===== config.mk =====
export PLATFORM = sky130hd
export DESIGN_NAME = ovht_discharge_sequencer
export DESIGN_NICKNAME = d
export VERILOG_FILES = /design/src/rtl/ovht_pkg.sv /design/src/rtl/ovht_debounce.sv /design/src/rtl/ovht_discharge_sequencer.sv
export SDC_FILE = /design/constraint.sdc
export NUM_CORES = 1
export LEC_CHECK = 0
export CAP_MARGIN = 20
export CELL_PAD_IN_SITES_DETAIL_PLACEMENT = 0
export CELL_PAD_IN_SITES_GLOBAL_PLACEMENT = 1
export CORE_ASPECT_RATIO = 0.8
export CORE_MARGIN = 5
export CORE_UTILIZATION = 46
export CTS_CLUSTER_DIAMETER = 80
export DETAILED_ROUTE_END_ITERATION = 7
export GPL_TIMING_DRIVEN = 0
export PLACE_DENSITY = 0.87
export SLEW_MARGIN = 15
export SYNTH_ARGS = -nofsm -noshare
export SYNTH_HDL_FRONTEND = slang
export SYNTH_SLANG_ARGS = --single-unit

===== constraint.sdc =====
create_clock -name clk -period 3.15 [get_ports clk]
set_clock_uncertainty 0.05 [all_clocks]
set_input_delay 0.315 -clock clk [delete_from_list [all_inputs] [get_ports clk]]
set_output_delay 0.315 -clock clk [all_outputs]
set_load 0.01 [all_outputs]

===== src/rtl/ovht_pkg.sv =====
// Shared definitions for the engine fire-extinguisher discharge sequencer:
// FSM states, engine indices, default timing and the bottle-select helper.
package ovht_pkg;

    typedef enum logic [1:0] {
        ST_IDLE    = 2'd0,
        ST_ARM     = 2'd1,
        ST_FIRE    = 2'd2,
        ST_RECHECK = 2'd3
    } state_t;

    localparam logic ENG1 = 1'b0;
    localparam logic ENG2 = 1'b1;

    localparam int DEBOUNCE_CYC_DEF = 16;
    localparam int ARM_CYC_DEF      = 64;
    localparam int FIRE_CYC_DEF     = 8;
    localparam int RECHECK_CYC_DEF  = 256;
    localparam int CNT_W_DEF        = 9;

    // Lowest-index bottle still charged (caller guarantees mask != 0).
    function automatic logic first_bottle(input logic [1:0] mask);
        return mask[0] ? 1'b0 : 1'b1;
    endfunction

endpackage


===== src/rtl/ovht_debounce.sv =====
// Overheat vote debouncer: confirms after DEBOUNCE_CYC consecutive high cycles.
// Ports: clk, rst_n, i_ovht (raw vote), o_confirmed (level), o_rise (1-cycle pulse).
module ovht_debounce
    import ovht_pkg::*;
#(
    parameter int DEBOUNCE_CYC = DEBOUNCE_CYC_DEF
) (
    input  logic clk,
    input  logic rst_n,
    input  logic i_ovht,
    output logic o_confirmed,
    output logic o_rise
);

    localparam int W = $clog2(DEBOUNCE_CYC + 1);
    localparam logic [W-1:0] LAST = W'(DEBOUNCE_CYC - 1);

    logic [W-1:0] r_cnt;
    logic         r_conf;
    logic         r_rise;
    logic         w_full;

    assign w_full = (r_cnt == LAST);

    // Counter saturates at LAST so confirmed stays up while the vote holds.
    always_ff @(posedge clk or negedge rst_n) begin
        if (!rst_n) begin
            r_cnt  <= '0;
            r_conf <= 1'b0;
            r_rise <= 1'b0;
        end else if (!i_ovht) begin
            r_cnt  <= '0;
            r_conf <= 1'b0;
            r_rise <= 1'b0;
        end else begin
            if (!w_full) begin
                r_cnt <= r_cnt + W'(1);
            end
            r_conf <= r_conf | w_full;
            r_rise <= w_full & ~r_conf;
        end
    end

    assign o_confirmed = r_conf;
    assign o_rise      = r_rise;

endmodule


===== src/rtl/ovht_discharge_sequencer.sv =====
// Routes two shared extinguisher bottles to engine 1/2 on confirmed overheat
// or pilot request, times the squib pulse and re-fires if the overheat persists.
// Ports: clk, rst_n, eng_ovht[1:0], auto_mode, man_req[1:0] in;
//        squib[1:0], valve[1:0], bottles_left[1:0], busy, no_agent, emergency out.
module ovht_discharge_sequencer
    import ovht_pkg::*;
#(
    parameter int DEBOUNCE_CYC = DEBOUNCE_CYC_DEF,
    parameter int ARM_CYC      = ARM_CYC_DEF,
    parameter int FIRE_CYC     = FIRE_CYC_DEF,
    parameter int RECHECK_CYC  = RECHECK_CYC_DEF,
    parameter int CNT_W        = CNT_W_DEF
) (
    input  logic       clk,
    input  logic       rst_n,
    input  logic [1:0] eng_ovht,
    input  logic       auto_mode,
    input  logic [1:0] man_req,
    output logic [1:0] squib,
    output logic [1:0] valve,
    output logic [1:0] bottles_left,
    output logic       busy,
    output logic       no_agent,
    output logic       emergency
);

    localparam logic [CNT_W-1:0] ARM_LAST = CNT_W'(ARM_CYC - 1);
    localparam logic [CNT_W-1:0] FIRE_LAST = CNT_W'(FIRE_CYC - 1);
    localparam logic [CNT_W-1:0] RC_LAST = CNT_W'(RECHECK_CYC - 1);

    state_t           r_state;
    logic [CNT_W-1:0] r_timer;
    logic             r_eng;
    logic             r_man;
    logic             r_bottle;
    logic             r_ptr;
    logic [1:0]       r_pend;
    logic [1:0]       r_pman;
    logic [1:0]       r_man_d;
    logic [1:0]       r_squib;
    logic [1:0]       r_valve;
    logic [1:0]       r_bottles;
    logic             r_no_agent;
    logic             r_emerg;

    logic [1:0]       w_conf;
    logic [1:0]       w_rise;
    logic [1:0]       w_man_rise;
    logic [1:0]       w_mask;
    logic [1:0]       w_set;
    logic [1:0]       w_mset;
    logic             w_grant;
    logic             w_gnt_eng;
    logic [1:0]       w_gnt_mask;
    logic             w_abort;

    for (genvar e = 0; e < 2; e++) begin : g_deb
        ovht_debounce #(
            .DEBOUNCE_CYC(DEBOUNCE_CYC)
        ) u_deb (
            .clk        (clk),
            .rst_n      (rst_n),
            .i_ovht     (eng_ovht[e]),
            .o_confirmed(w_conf[e]),
            .o_rise     (w_rise[e])
        );
    end

    assign w_man_rise = man_req & ~r_man_d;

    // New requests for the engine being served are absorbed.
    assign w_mask = (r_state != ST_IDLE) ? ~(2'b01 << r_eng) : 2'b11;
    assign w_mset = w_man_rise & w_mask;
    assign w_set  = ((w_rise & {2{auto_mode}}) | w_man_rise) & w_mask;

    assign w_grant    = (r_state == ST_IDLE) && (r_pend != 2'b00);
    assign w_gnt_eng  = (r_pend == 2'b11) ? r_ptr : r_pend[1];
    assign w_gnt_mask = w_grant ? (2'b01 << w_gnt_eng) : 2'b00;

    // Only automatic discharges can be called off during the arm window.
    assign w_abort = !r_man && (!auto_mode || !w_conf[r_eng]);

    always_ff @(posedge clk or negedge rst_n) begin
        if (!rst_n) begin
            r_pend  <= 2'b00;
            r_pman  <= 2'b00;
            r_man_d <= 2'b00;
            r_ptr   <= ENG1;
            r_emerg <= 1'b0;
        end else begin
            r_pend  <= (r_pend | w_set) & ~w_gnt_mask;
            r_pman  <= (r_pman | w_mset) & ~w_gnt_mask;
            r_man_d <= man_req;
            r_emerg <= |w_conf;
            if (w_grant) begin
                r_ptr <= ~w_gnt_eng;
            end
        end
    end

    always_ff @(posedge clk or negedge rst_n) begin
        if (!rst_n) begin
            r_state    <= ST_IDLE;
            r_timer    <= '0;
            r_eng      <= ENG1;
            r_man      <= 1'b0;
            r_bottle   <= 1'b0;
            r_squib    <= 2'b00;
            r_valve    <= 2'b00;
            r_bottles  <= 2'b11;
            r_no_agent <= 1'b0;
        end else begin
            case (r_state)
                ST_IDLE: begin
                    if (w_grant) begin
                        if (r_bottles == 2'b00) begin
                            r_no_agent <= 1'b1;
                        end else begin
                            r_state  <= ST_ARM;
                            r_timer  <= '0;
                            r_eng    <= w_gnt_eng;
                            r_man    <= r_pman[w_gnt_eng];
                            r_bottle <= first_bottle(r_bottles);
                            r_valve  <= 2'b01 << w_gnt_eng;
                        end
                    end
                end
                ST_ARM: begin
                    if (w_abort) begin
                        r_state <= ST_IDLE;
                        r_valve <= 2'b00;
                    end else if (r_man || r_timer == ARM_LAST) begin
                        r_state <= ST_FIRE;
                        r_timer <= '0;
                        r_squib <= 2'b01 << r_bottle;
                    end else begin
                        r_timer <= r_timer + CNT_W'(1);
                    end
                end
                ST_FIRE: begin
                    if (r_timer == FIRE_LAST) begin
                        r_state            <= ST_RECHECK;
                        r_timer            <= '0;
                        r_squib            <= 2'b00;
                        r_bottles[r_bottle] <= 1'b0;
                    end else begin
                        r_timer <= r_timer + CNT_W'(1);
                    end
                end
                default: begin
                    if (r_timer == RC_LAST) begin
                        r_timer <= '0;
                        if (w_conf[r_eng] && r_bottles != 2'b00) begin
                            r_state  <= ST_ARM;
                            r_man    <= 1'b0;
                            r_bottle <= first_bottle(r_bottles);
                        end else begin
                            r_state <= ST_IDLE;
                            r_valve <= 2'b00;
                        end
                    end else begin
                        r_timer <= r_timer + CNT_W'(1);
                    end
                end
            endcase
        end
    end

    assign squib        = r_squib;
    assign valve        = r_valve;
    assign bottles_left = r_bottles;
    assign busy         = (r_state != ST_IDLE);
    assign no_agent     = r_no_agent;
    assign emergency    = r_emerg;

endmodule

==> flow_metrics.env, run 1 <==
export IMPL_status="finished, final reports clean"
export IMPL_hold_viol=0
export IMPL_critPathTopFamily="simple AND/OR/NAND/NOR gates"
export IMPL_hold_class="in2async"
export IMPL_die_area_um2=6390
export IMPL_cp_num_buf_inv=0
export IMPL_dp_cells=297
export IMPL_root_buffer="clkbuf_8"
export IMPL_drt_total_wl_mm=4.09
export IMPL_cap_violations=0
export IMPL_ir_worst_vdd_uv=348
export IMPL_cts_hold_buf=1
export IMPL_power_density_nw_per_um2=453
export IMPL_r2r_start="r_timer[0]$_DFFE_PN0P_"
export IMPL_cts_sinks=43
export IMPL_rsz0062_at_grt="no"
export IMPL_crit_chain="ha_1 -> and3_1 -> and3_1 -> and3_2 -> ha_1 -> or2b_1 -> o211a_4 -> nor2_1 -> mux2_2"
export IMPL_p_clk_share_pct=35.6
export IMPL_setup_worst_path_class="reg2reg"
export IMPL_place_congestion=0.726
export IMPL_max_slew_margin_rel_pct=65.1
export IMPL_cts_repair_resized=0
export IMPL_grt_pass1_wl_mm=7.03
export IMPL_ys_warnings_count=0
export IMPL_postLayoutCellArea_um2=2610
export IMPL_insertion_delay_ps=290
export IMPL_p_total_mw=1.18
export IMPL_grt_overflow=0
export IMPL_synthArstFlopShare_pct=100
export IMPL_dp_slack_ps=461
export IMPL_yosysTopAreaCell="dfrtp_1"
export IMPL_syn_area_per_cell_um2=10.2
export IMPL_dp_hpwl_mm=3.08
export IMPL_cts_tree="yes"
export IMPL_cts_setup_buffers=0
export IMPL_dr_pass1_iters=4
export IMPL_synth_ff_type="dfrtp_1"
export IMPL_combPwrFrac_pct=12.0
export IMPL_place_area_um2=2490
export IMPL_fill_cells=422
export IMPL_antennaDiodeCount=0
export IMPL_clockBufferDepth=2
export IMPL_syn_area_um2=2250
export IMPL_p_seq_share_pct=52.4
export IMPL_die_w_um=88.1
export IMPL_synth_top_area_share_pct=45.7
export IMPL_fmax_mhz=366
export IMPL_setup_viol=0
export IMPL_ys_top_cells_by_count="41 x dfrtp_1, 19 x nand2_1, 17 x nor2_1, 14 x a21oi_1, 14 x o21ai_0"
export IMPL_tightest_slew_ps=522
export IMPL_ios=16
export IMPL_drive_above_1_share_pct=10.2
export IMPL_setup_tns_ps=0
export IMPL_worst_ep_arrival_time_ps=2910
export IMPL_ant_nets=0
export IMPL_die_h_um=72.5
export IMPL_syn_nets=239
export IMPL_antenna_found_initial=0
export IMPL_min_period_over_period_pct=86.7
export IMPL_ys_seq_area_share_pct=48.0
export IMPL_viasPerCell=5.32
export IMPL_clk_pin_slew_ps=80
export IMPL_coreArea_um2=4650
export IMPL_grt_max_degree=29
export IMPL_syn2layout_area_growth_pct=16.2
export IMPL_ys_ff_latch=43
export IMPL_h_tree_depth=2
export IMPL_p_switching_mw=0.296
export IMPL_cp_startpoint="r_timer[0]$_DFFE_PN0P_"
export IMPL_synth_distinct_cells=44
export IMPL_crit_path_max_incr_delay_ps=420
export IMPL_power_internal_mw=0.885
export IMPL_worst_slack_ps=420
export IMPL_globalRouteTotalUtil_pct=14.0
export IMPL_io_buffers=15
export IMPL_synth_area_leaders="dfrtp_1 46%, ha_1 6.1%, nand2_1 3.2%"
export IMPL_finalNonFillerCells=306
export IMPL_cpMaxStageDelayCell="dfrtp_1"
export IMPL_p_leak_nw=1.16
export IMPL_slew_viol_final=0
export IMPL_dr_total_vias=1627
export IMPL_worstSetupEndpointType="flip-flop"
export IMPL_fin_crit_ps=2730
export IMPL_wire_per_inst_um=13.4
export IMPL_synth_edf_count=0
export IMPL_num_rows=22
export IMPL_drc=0
export IMPL_yosysMostFrequentCell="dfrtp_1"
export IMPL_crit_path_start_kind="flip-flop"
export IMPL_cts_inserted_buffers=5
export IMPL_cp_data_required_time_ps=3330
export IMPL_start_util_pct=48.3
export IMPL_p_sw_share_pct=25.1
export IMPL_drt_first_iter_violations=56
export IMPL_grt_pass1_vias=1495
export IMPL_cp_max_fo=8
export IMPL_synthesis_instances=221
export IMPL_fin_nets=263
## registers in the layout (all words and copies together) (netlist names)
register                 flops
r_bottle                     1
g_deb.u_deb.o_confirmed      2
bottles_left                 2
r_ptr                        1
squib                        2
r_state                      2
emergency                    1
r_man_d                      2
g_deb.u_deb.r_cnt           10
g_deb.u_deb.o_rise           2
valve                        2
r_pman                       2
r_timer                      9
r_man                        1
r_eng                        1
r_pend                       2
no_agent                     1
## cell families (layout without fill, tap and decap cells)
group,count (synthesis),count (layout),share of synthesized area (%)
flops,43,43,48.0
compound gates,56,56,17.1
mux,9,9,4.46
buf+inv,17,42,2.90
fa+ha+maj,11,11,6.13
simple gates,79,79,19.1
xor+xnor,6,6,2.34
## per-layer routing
layer  part of all wire (%)  up-vias  global-route usage (%)
li1                       -      823                       -
met5                      0        -                       0
met1                     53      775                    20.7
met2                     43       25                    20.9
met4                   0.59        0                    3.52
met3                    4.1        4                    3.06
## metrics by stage
| stage | util [%] | hold WS, ps |
|---|---|---|
| floorplan | - | -30.6 |
| global placement | 53.1 | 393 |
| detailed placement | 53.4 | 213 |
| CTS | 56.1 | 421 |
| global route | 56.1 | 433 |
| finish | 56.1 | 416 |
## placed cells by master (no fill, tap or decap), types with 2 or more instances in the layout
| cell type | netlist | layout |
|---|---|---|
| dfrtp_1 | 41 | 41 |
| nand2_1 | 19 | 19 |
| nor2_1 | 17 | 17 |
| o21ai_0 | 14 | 14 |
| a21oi_1 | 14 | 14 |
| clkdlybuf4s50_1 | 0 | 14 |
| inv_1 | 13 | 13 |
| ha_1 | 11 | 11 |
| nor2b_1 | 8 | 8 |
| and2_1 | 8 | 8 |
| xnor2_1 | 6 | 6 |
| and3_1 | 5 | 5 |
| o21a_1 | 5 | 5 |
| a22o_1 | 5 | 5 |
| clkbuf_8 | 0 | 5 |
| mux2_2 | 4 | 4 |
| mux2i_1 | 4 | 4 |
| clkbuf_1 | 3 | 3 |
| nand2b_1 | 3 | 3 |
| a211oi_1 | 3 | 3 |
| nand4b_1 | 3 | 3 |
| nand3_1 | 3 | 3 |
| buf_2 | 1 | 2 |
| a21o_1 | 2 | 2 |
| or3_1 | 2 | 2 |
| nor3_1 | 2 | 2 |
| a31oi_1 | 2 | 2 |
| o41ai_1 | 2 | 2 |
| a2bb2oi_1 | 2 | 2 |
| o21ai_1 | 2 | 2 |
| dfstp_2 | 2 | 2 |
## cell type report
type	instances	area [µm²]	share of cell area [%]
Timing Repair Buffer	17	175	6.71
Clock buffer	5	68.8	2.64
Buffer	4	16.3	0.624
Sequential cell	43	1080	41.3
Inverter	13	48.8	1.87
Multi-Input combinational cell	161	1100	42.3
Tap cell	60	75.1	2.88
Clock inverter	3	43.8	1.68
## worst reg2reg max path, delay by kind of cell (launching register included)
| kind | cells | cell delay [ps] |
|---|---|---|
| muxes | 1 | 250 |
| AOI/OAI and AO/OA | 1 | 170 |
| DFF | 1 | 420 |
| adders and majority gates | 2 | 490 |
| and+or+nand+nor | 5 | 1300 |
## power groups by stage
stage / Sequential, mW / Clock, mW / Combinational [mW]
floorplan: 0.622 / 0 / 0.0983
global placement: 0.629 / 0 / 0.138
detailed placement: 0.630 / 0 / 0.143
CTS: 0.620 / 0.436 / 0.146
global route: 0.625 / 0.457 / 0.167
finish: 0.619 / 0.420 / 0.142
## final timing paths
check | depth (start not counted) | slack, ps | to
setup / recovery | 9 | 420 | r_timer[0]$_DFFE_PN0P_
hold / removal | 2 | 420 | valve[0]$_DFFE_PN0P_
setup reg to reg | 9 | 420 | r_timer[0]$_DFFE_PN0P_
hold reg to reg | 2 | 420 | no_agent$_DFFE_PN0P_
max in group asynchronous | 3 | 2160 | g_deb[1].u_deb.r_cnt[3]$_DFFE_PN0P_
min in group clk | 2 | 420 | no_agent$_DFFE_PN0P_
Note: power is estimated with default switching activity, not from simulation.
==> inputs of run 2 (changes only) <==
Settings changed: PLACE_DENSITY 0.87 to unset, PLACE_DENSITY_LB_ADDON set to 0.1, RECOVER_POWER set to 25.
==> run 2 against run 1 <==
Compared with the run above: maximum frequency grew 2.7%; critical path type unchanged; via count grew 3.7%; combinational power grew 4%; worst hold slack gained 1.2 ps; clock-buffer cell count grew 3; sequential power is essentially flat; setup slack gained 71 ps; critical path depth is the same.
==> flow_metrics.env, run 2 (synthesis results as in run 1) <==
export IMPL_status="finished, final reports clean"
export IMPL_dr_pass1_iters=4
export IMPL_fin_crit_ps=2660
export IMPL_combPwrFrac_pct=12.8
export IMPL_drt_first_iter_violations=45
export IMPL_fill_cells=409
export IMPL_root_buffer="clkbuf_8"
export IMPL_fmax_mhz=376
export IMPL_ios=16
export IMPL_grt_pass1_wl_mm=7.63
export IMPL_tightest_slew_ps=1180
export IMPL_worstSetupEndpointType="flip-flop"
export IMPL_setup_viol=0
export IMPL_clk_pin_slew_ps=80
export IMPL_hold_class="reg2reg"
export IMPL_power_density_nw_per_um2=443
export IMPL_min_period_over_period_pct=84.4
export IMPL_viasPerCell=5.51
export IMPL_top_regs="g_deb.u_deb.r_cnt: 10 flops, r_timer: 9 flops"
export IMPL_die_w_um=88.1
export IMPL_cp_data_required_time_ps=3330
export IMPL_grt_max_degree=25
export IMPL_power_internal_mw=0.850
export IMPL_cts_hold_buf=1
export IMPL_antenna_found_initial=0
export IMPL_slew_viol_final=0
export IMPL_setup_tns_ps=0
export IMPL_die_area_um2=6390
export IMPL_antennaDiodeCount=0
export IMPL_ant_nets=0
export IMPL_setup_worst_path_class="reg2reg"
export IMPL_h_tree_depth=2
export IMPL_dp_cells=297
export IMPL_cp_max_fo=8
export IMPL_drt_total_wl_mm=4.29
export IMPL_hold_viol=0
export IMPL_largest_register_ffs=10
export IMPL_dp_hpwl_mm=3.22
export IMPL_clockBufferDepth=2
export IMPL_fin_nets=263
export IMPL_grt_pass1_vias=1678
export IMPL_dp_slack_ps=502
export IMPL_cpMaxStageDelayCell="dfrtp_1"
export IMPL_coreArea_um2=4650
export IMPL_worst_slack_ps=490
export IMPL_cap_violations=0
export IMPL_crit_path_max_incr_delay_ps=410
export IMPL_cts_repair_resized=0
export IMPL_dr_total_vias=1687
export IMPL_final_cell_mix="41 x dfrtp_1, 19 x nand2_1, 17 x nor2_1"
export IMPL_max_slew_margin_rel_pct=21.7
export IMPL_grt_overflow=0
export IMPL_cts_setup_buffers=0
export IMPL_ir_worst_vdd_uv=246
export IMPL_hold_worst_slack_ps=418
export IMPL_drive_above_1_share_pct=9.35
export IMPL_insertion_delay_ps=290
export IMPL_cts_inserted_buffers=5
export IMPL_final_util_pct=55.9
export IMPL_num_rows=22
export IMPL_die_h_um=72.5
export IMPL_largest_register="g_deb.u_deb.r_cnt"
export IMPL_finalNonFillerCells=306
export IMPL_wire_per_inst_um=14.0
export IMPL_start_util_pct=48.3
export IMPL_place_congestion=0.831
export IMPL_drc=0
export IMPL_cts_tree="yes"
export IMPL_final_common_cell="dfrtp_1"
export IMPL_p_switching_mw=0.303
export IMPL_cts_sinks=43
export IMPL_syn2layout_area_growth_pct=15.9
export IMPL_p_leak_nw=1.15
export IMPL_globalRouteTotalUtil_pct=15.1
export IMPL_rsz0062_at_grt="no"
export IMPL_worst_ep_arrival_time_ps=2840
export IMPL_crit_path_start_kind="flip-flop"
export IMPL_p_seq_share_pct=53.8
export IMPL_p_clk_share_pct=33.4
export IMPL_p_sw_share_pct=26.3
export IMPL_io_buffers=15
export IMPL_crit_chain="ha_1 -> and3_1 -> and3_1 -> and3_2 -> ha_1 -> or2b_1 -> o211a_4 -> nor2_1 -> mux2_2"
## run 2: cell types whose count changed in the layout (fill, tap and decap cells not counted)
cell and change:
clkbuf_1 +2, clkbuf_8 +2, clkdlybuf4s50_1 -2, dlygate4sd3_1 +2
buf_12 -1, buf_16 +1, buf_2 -1, bufinv_16 -1
clkinv_2 -1, clkinv_4 -1
## run 2: critical path, delay by kind of cell, from the launching register on
family	cells	cell delay [ps]
AOI/OAI and AO/OA	1	170
adders and majority gates	2	480
DFF	1	410
muxes	1	230
and+or+nand+nor	5	1240
## run 2: layer usage
layer  up-vias  track usage, %  share of wire [%]
li1        822               -                  -
met1       822            20.9                 48
met2        39            23.4                 46
met3         4            3.52                5.1
met4         0            4.87               0.98
met5         -               0                  0
## run 2: final timing paths
path,startpoint,end,slack [ps],cells after the start
max in group asynchronous,rst_n,bottles_left[1]$_DFFE_PN1P_,1560,3
hold / removal,no_agent$_DFFE_PN0P_,no_agent$_DFFE_PN0P_,420,2
hold reg to reg,no_agent$_DFFE_PN0P_,no_agent$_DFFE_PN0P_,420,2
setup / recovery,r_timer[0]$_DFFE_PN0P_,r_timer[0]$_DFFE_PN0P_,490,9
setup reg to reg,r_timer[0]$_DFFE_PN0P_,r_timer[0]$_DFFE_PN0P_,490,9
min in group asynchronous,rst_n,g_deb[1].u_deb.r_cnt[0]$_DFFE_PN0P_,730,2
## run 2: layout make-up
| cell class | count | area [µm²] | share of cell area (%) |
|---|---|---|---|
| Buffer | 4 | 16.3 | 0.625 |
| Clock buffer | 8 | 100 | 3.85 |
| Inverter | 13 | 48.8 | 1.87 |
| Multi-Input combinational cell | 161 | 1100 | 42.4 |
| Sequential cell | 43 | 1080 | 41.4 |
| Tap cell | 60 | 75.1 | 2.88 |
| Timing Repair Buffer | 17 | 181 | 6.97 |
## run 2: metrics by stage
step                total power, mW  instance area [µm²]
global placement              0.765                 2470
CTS                            1.17                 2600
finish                         1.15                 2600
detailed placement            0.777                 2490
floorplan                     0.720                 2250
global route                   1.21                 2600
## run 2: power groups by stage
stage / clock (mW) / combinational [mW] / sequential, mW
CTS: 0.403 / 0.150 / 0.618
global placement: 0 / 0.137 / 0.627
floorplan: 0 / 0.0983 / 0.622
detailed placement: 0 / 0.148 / 0.629
global route: 0.423 / 0.168 / 0.622
finish: 0.385 / 0.148 / 0.620
==> patch 1, RTL diff (config.mk and constraints of run 2) <==
`CNT_W_DEF`: 9 -> 13.
--- a/src/rtl/ovht_pkg.sv
+++ b/src/rtl/ovht_pkg.sv
@@ -16,7 +16,7 @@
     localparam int ARM_CYC_DEF      = 64;
     localparam int FIRE_CYC_DEF     = 8;
     localparam int RECHECK_CYC_DEF  = 256;
-    localparam int CNT_W_DEF        = 9;
+    localparam int CNT_W_DEF        = 13;
 
     // Lowest-index bottle still charged (caller guarantees mask != 0).
     function automatic logic first_bottle(input logic [1:0] mask);
Behaviour: same outputs for any inputs over 10 cycles, from zero or initial values and one cycle with rst_n low; that may be too few to reach the edited logic, so the function may still have changed.
==> patch 1 against run 2 <==
  * Synthesized area up 9.3%
  * Worst setup slack better by 0.31 ns
  * Routed wire length up 11%
  * Global-route usage down 0.43 points
  * Count of clock-buffer cells in the layout down 1
  * Sequential cell count up 4
  * Design area up 7.6%
  * Critical path type unchanged
Power is not compared: it rests on default switching activity, and its combinational part moved more than twofold at a synthesized area within 25%.
==> patch 1: results (changes against run 2) <==
yosys:
  yosys.cell_types.count: 50  # was 44
  synthArstFlopShare_pct: 100  # unchanged
  synth_nets: 259  # was 239
  avgSynthCellArea_um2: 10.1  # was 10.2 um2
  ys_seq_area_share_pct: 48.0  # about the same
  synth_compound_area_share_pct: 16.8  # was 17.1%
  ys_top_cells_by_count: "dfrtp_1 (45), nand2_1 (18), o21ai_0 (18), nor2_1 (17), inv_1 (14)"  # was dfrtp_1 (41), nand2_1 (19), nor2_1 (17), a21oi_1 (14), o21ai_0 (14)
  muxShareOfSynthArea_pct: 4.89  # was 4.46%
  synth_fa_ha_area_share_pct: 4.59  # was 6.13%
  synth-xor-area-share_pct: 2.85  # was 2.34%
  yosys-top-cells-area: "dfrtp_1 (46%), ha_1 (4.6%), o21ai_0 (3.7%)"  # was dfrtp_1 (46%), ha_1 (6.1%), nand2_1 (3.2%)
critical_path:
  slowest_delay_ns: 0.45  # was 0.41 ns
  critical_path.slowest_cell: "dfrtp_1"  # unchanged
  cp.arrival_ns: 2.48  # was 2.84 ns
  regToRegSetupSlack_ns: 0.80  # was 0.49 ns
  path_max_fanout: 10  # was 8
  critPathTopFamily: "compound AO/OA/AOI/OAI gates"  # was simple AND/OR/NAND/NOR gates
clock_tree:
  cts_root_buf: "clkbuf_8"  # unchanged
  numCtsBuffers: 5  # unchanged
  ctsHoldBuffers: 1  # unchanged
  clk_pin_slew_ns: 0.10  # was 0.08 ns
  ctsHtreeMaxLevel: 2  # unchanged
  cts_buffer_depth: 2  # unchanged
  insertion_delay_ns: 0.30
  cts_resized: 0  # unchanged
cells_and_area:
  nets: 283  # was 263
  top_regs: "r_timer (13), g_deb.u_deb.r_cnt (10)"  # was g_deb.u_deb.r_cnt (10), r_timer (9)
  n_antenna_cell: 0  # unchanged
  drive_above_1_share_pct: 8.96  # was 9.35%
  layout.cells.non_filler: 330  # was 306
sta:
  max_freq_ghz: 0.425  # was 0.376 GHz
  holdWs_ns: 0.426  # was 0.418 ns
  slew_headroom_pct: 43.3  # was 21.7%
grt:
  grt_pass1_vias: 1645  # was 1,678
  grt_pass1_wl_mm: 8.00  # was 7.63 mm
  grt_max_degree: 35  # was 25
  track_usage_pct: 14.7  # was 15.1%
  antenna_found_initial: 0  # unchanged
detailed_routing:
  drt_wl_total_mm: 4.74  # was 4.29 mm
  drtIter0Drc: 98  # was 45
  dr.pass1.iters: 6  # was 4
  viasPerCell: 5.40  # was 5.51
place:
  dp_cells: 321  # was 297
  place_congestion: 0.801  # was 0.831
  port_buffers: 15  # unchanged
  hpwlAfterDp_mm: 3.45  # was 3.22 mm
  place_ws_ns: 0.819  # was 0.502 ns
  place_area_um2: 2700  # was 2490 um2
power_and_ir_drop:
  leakage_nw: 1.25
  ir_worst_vdd_uv: 257
outcome:
  status: "complete, no violations"  # unchanged
worst_hold_path:
  holdCritPathClass: "reg2reg"  # unchanged
## patch 1: changes by cell type in the layout (fill, tap and decap cells not counted), moves of 3 or more
cell	before	now
dfrtp_1	41	45
o21ai_0	14	18
a21oi_1	14	10
nor3_1	2	7
nand4_1	1	4
o22ai_1	0	3
## patch 1: final timing paths
check / start / end / cells after the start
max in group asynchronous: rst_n / r_timer[9] / 3
hold reg to reg: no_agent / no_agent / 2
setup reg to reg: r_state[1] / r_timer[12] / 7
setup / recovery: r_state[1] / r_timer[12] / 7
hold / removal: no_agent / no_agent / 2
min in group asynchronous: rst_n / r_timer[4] / 2
## patch 1: metal layers
metal | up-vias | share of wire, % | GRT usage [%]
met2 | 21 | 42 | 21.1
met3 | 5 | 3.0 | 3.46
met4 | 0 | 0.84 | 4.52
met1 | 841 | 55 | 22.0
met5 | - | 0 | 0
li1 | 915 | - | -
## patch 1: area by class of cell
cell class | instances | area [um2]
Clock inverter | 1 | 8.76
Clock buffer | 7 | 86.3
Multi-Input combinational cell | 179 | 1210
Tap cell | 62 | 77.6
Inverter | 14 | 52.6
Buffer | 3 | 11.3
Sequential cell | 47 | 1180
Fill cell | 478 | 2290
Timing Repair Buffer | 17 | 174
## patch 1: per-stage QoR
stage	power, mW	util (%)
floorplan	0.642	-
global placement	0.668	52.7
detailed placement	0.671	53.0
CTS	1.06	55.0
global route	1.09	55.0
finish	1.04	55.0
## patch 1: where the power goes
group | total (mW) | switching (mW) | internal, mW | leakage, nW
Clock | 0.380 | 0.200 | 0.180 | 0.0484
Combinational | 0.0419 | 0.0225 | 0.0194 | 0.609
Sequential | 0.616 | 0.00567 | 0.610 | 0.589
==> patch 2, RTL diff (flow settings as in run 2) <==
Without the edit above. Encoding of `state_t`: now Gray code (2 bits for 4 states).
--- a/src/rtl/ovht_pkg.sv
+++ b/src/rtl/ovht_pkg.sv
@@ -3,10 +3,10 @@
 package ovht_pkg;
 
     typedef enum logic [1:0] {
-        ST_IDLE    = 2'd0,
-        ST_ARM     = 2'd1,
-        ST_FIRE    = 2'd2,
-        ST_RECHECK = 2'd3
+        ST_IDLE    = 2'b00,
+        ST_ARM     = 2'b01,
+        ST_FIRE    = 2'b11,
+        ST_RECHECK = 2'b10
     } state_t;
 
     localparam logic ENG1 = 1'b0;
Check against the original RTL: no difference found for any inputs over 10 cycles, from zero or initial values and one cycle with rst_n low; not proved beyond that.
==> patch 2 against run 2 <==
  * Via count grew 1.6%
  * Largest cell class unchanged
  * Sequential share of layout area grew 0.40 points
  * Fmax shrank 4.1%
  * Final cell count shrank 1.6%
  * Synthesized area shrank 0.22%
  * Sequential cell count is the same
  * Total power shrank 1.4%
  * Worst setup slack lost 0.11 ns
  * Routed wire length grew 5.5%
  * Design area shrank 0.96%
==> patch 2: results (changes against run 2) <==
detailed_routing:
  drt_wl_total_mm: 4.53  # was 4.29 mm
  num_vias: 1714  # was 1,687
  viasPerCell: 5.69  # was 5.51
  drtIter0Drc: 70  # was 45
yosys:
  synth-xor-area-share_pct: 2.35  # was 2.34%
  muxShareOfSynthArea_pct: 3.18  # was 4.46%
  synth_compound_area_share_pct: 21.4  # was 17.1%
  ys_seq_area_share_pct: 48.1  # was 48.0%
  synth_nets: 230  # was 239
  yosys.cell_types.count: 55  # was 44
  ys_top_cells_by_count: "dfrtp_1 (41), o21ai_0 (18), nand2_1 (14), inv_1 (13)"  # was dfrtp_1 (41), nand2_1 (19), nor2_1 (17), a21oi_1 (14), o21ai_0 (14)
  yosys-top-cells-area: "dfrtp_1 (46%), o21ai_0 (4.0%), ha_1 (3.9%)"  # was dfrtp_1 (46%), ha_1 (6.1%), nand2_1 (3.2%)
  synth_fa_ha_area_share_pct: 3.91  # was 6.13%
  postSynthCellCount: 216  # was 221
grt:
  grt_max_degree: 26  # was 25
  grt_pass1_wl_mm: 8.03  # was 7.63 mm
  track_usage_pct: 15.9  # was 15.1%
power_and_ir_drop:
  swShare_pct: 25.8  # was 26.3%
  leakage_nw: 1.08  # was 1.15 nW
  ir_worst_vdd_uv: 290  # was 246 uV
  pg_clk_mw: 0.390  # was 0.385 mW
  p_per_area_nw_per_um2: 441  # was 443 nW/um2
  seqPwrFrac_pct: 55.7  # was 53.8%
cells_and_area:
  multi_input_area_um2: 1100  # about the same
  design.seq.count: 43  # unchanged
  clkCellAreaFrac_pct: 4.03  # was 3.85%
  signal_buffers: 21  # unchanged
  multi_input_cells: 156  # was 161
  drive_above_1_share_pct: 11.2  # was 9.35%
  clkbuf_count: 7  # was 8
  nets: 254  # was 263
  n_fill_cell: 425  # was 409
place:
  dp_cells: 292  # was 297
  hpwlAfterDp_mm: 3.34  # was 3.22 mm
critical_path:
  rr_worst_depth: 9  # unchanged
  regToRegSetupSlack_ns: 0.38  # was 0.49 ns
  critPathTopFamily: "compound AO/OA/AOI/OAI gates"  # was simple AND/OR/NAND/NOR gates
  critical_path.slowest_cell: "a311oi_2"  # was dfrtp_1
  slowest_delay_ns: 0.54  # was 0.41 ns
  cp.arrival_ns: 2.92  # was 2.84 ns
  rr_endpoint: "r_timer[2]"  # was r_timer[0]
sta:
  slew_headroom_pct: 11.2  # was 21.7%
  holdWs_ns: 0.443  # was 0.418 ns
clock_tree:
  ctsHoldBuffers: 1  # unchanged
  clk_pin_slew_ns: 0.08  # about the same
  cts_buffer_depth: 2  # unchanged
outcome:
  status: "complete, no violations"  # unchanged
worst_hold_path:
  min_from: "bottles_left[1]"  # was no_agent
  worstHoldEndpoint: "bottles_left[1]"  # was no_agent
  hold-path-cell-count: 1  # was 2
## patch 2: cell count changes in the layout (fill, tap and decap cells not counted), sizes merged, moves of 3 or more
cell and delta:
o22ai +3, a21oi -3, a211oi -3, ha -4
nor2 -8, nand2 -5, o211ai +10, and3 -3
a22o -3, mux2 -4, or2 +3
## patch 2: per-stage QoR
stage | utilization (%) | worst slack [ns] | instance area, um2
after floorplan | - | 0.817 | 2240
after global placement | 53.0 | 0.448 | 2470
after detailed placement | 53.5 | 0.392 | 2490
after CTS | 55.9 | 0.389 | 2600
after global routing | 55.4 | 0.109 | 2580
final | 55.4 | 0.377 | 2580
## patch 2: layer usage
layer  wire, um  track usage [%]  share of wire (%)
met1       2210             22.3                 49
met2       2080             24.5                 46
met3        180             3.86                4.0
met4         49             4.87                1.1
met5          0                0                  0
## patch 2: cells by family after synthesis
| group | Yosys count |
|---|---|
| compound gates | 70 |
| simple gates | 66 |
| flops | 43 |
| buf+inv | 17 |
| mux | 7 |
| fa+ha+maj | 7 |
| xor+xnor | 6 |
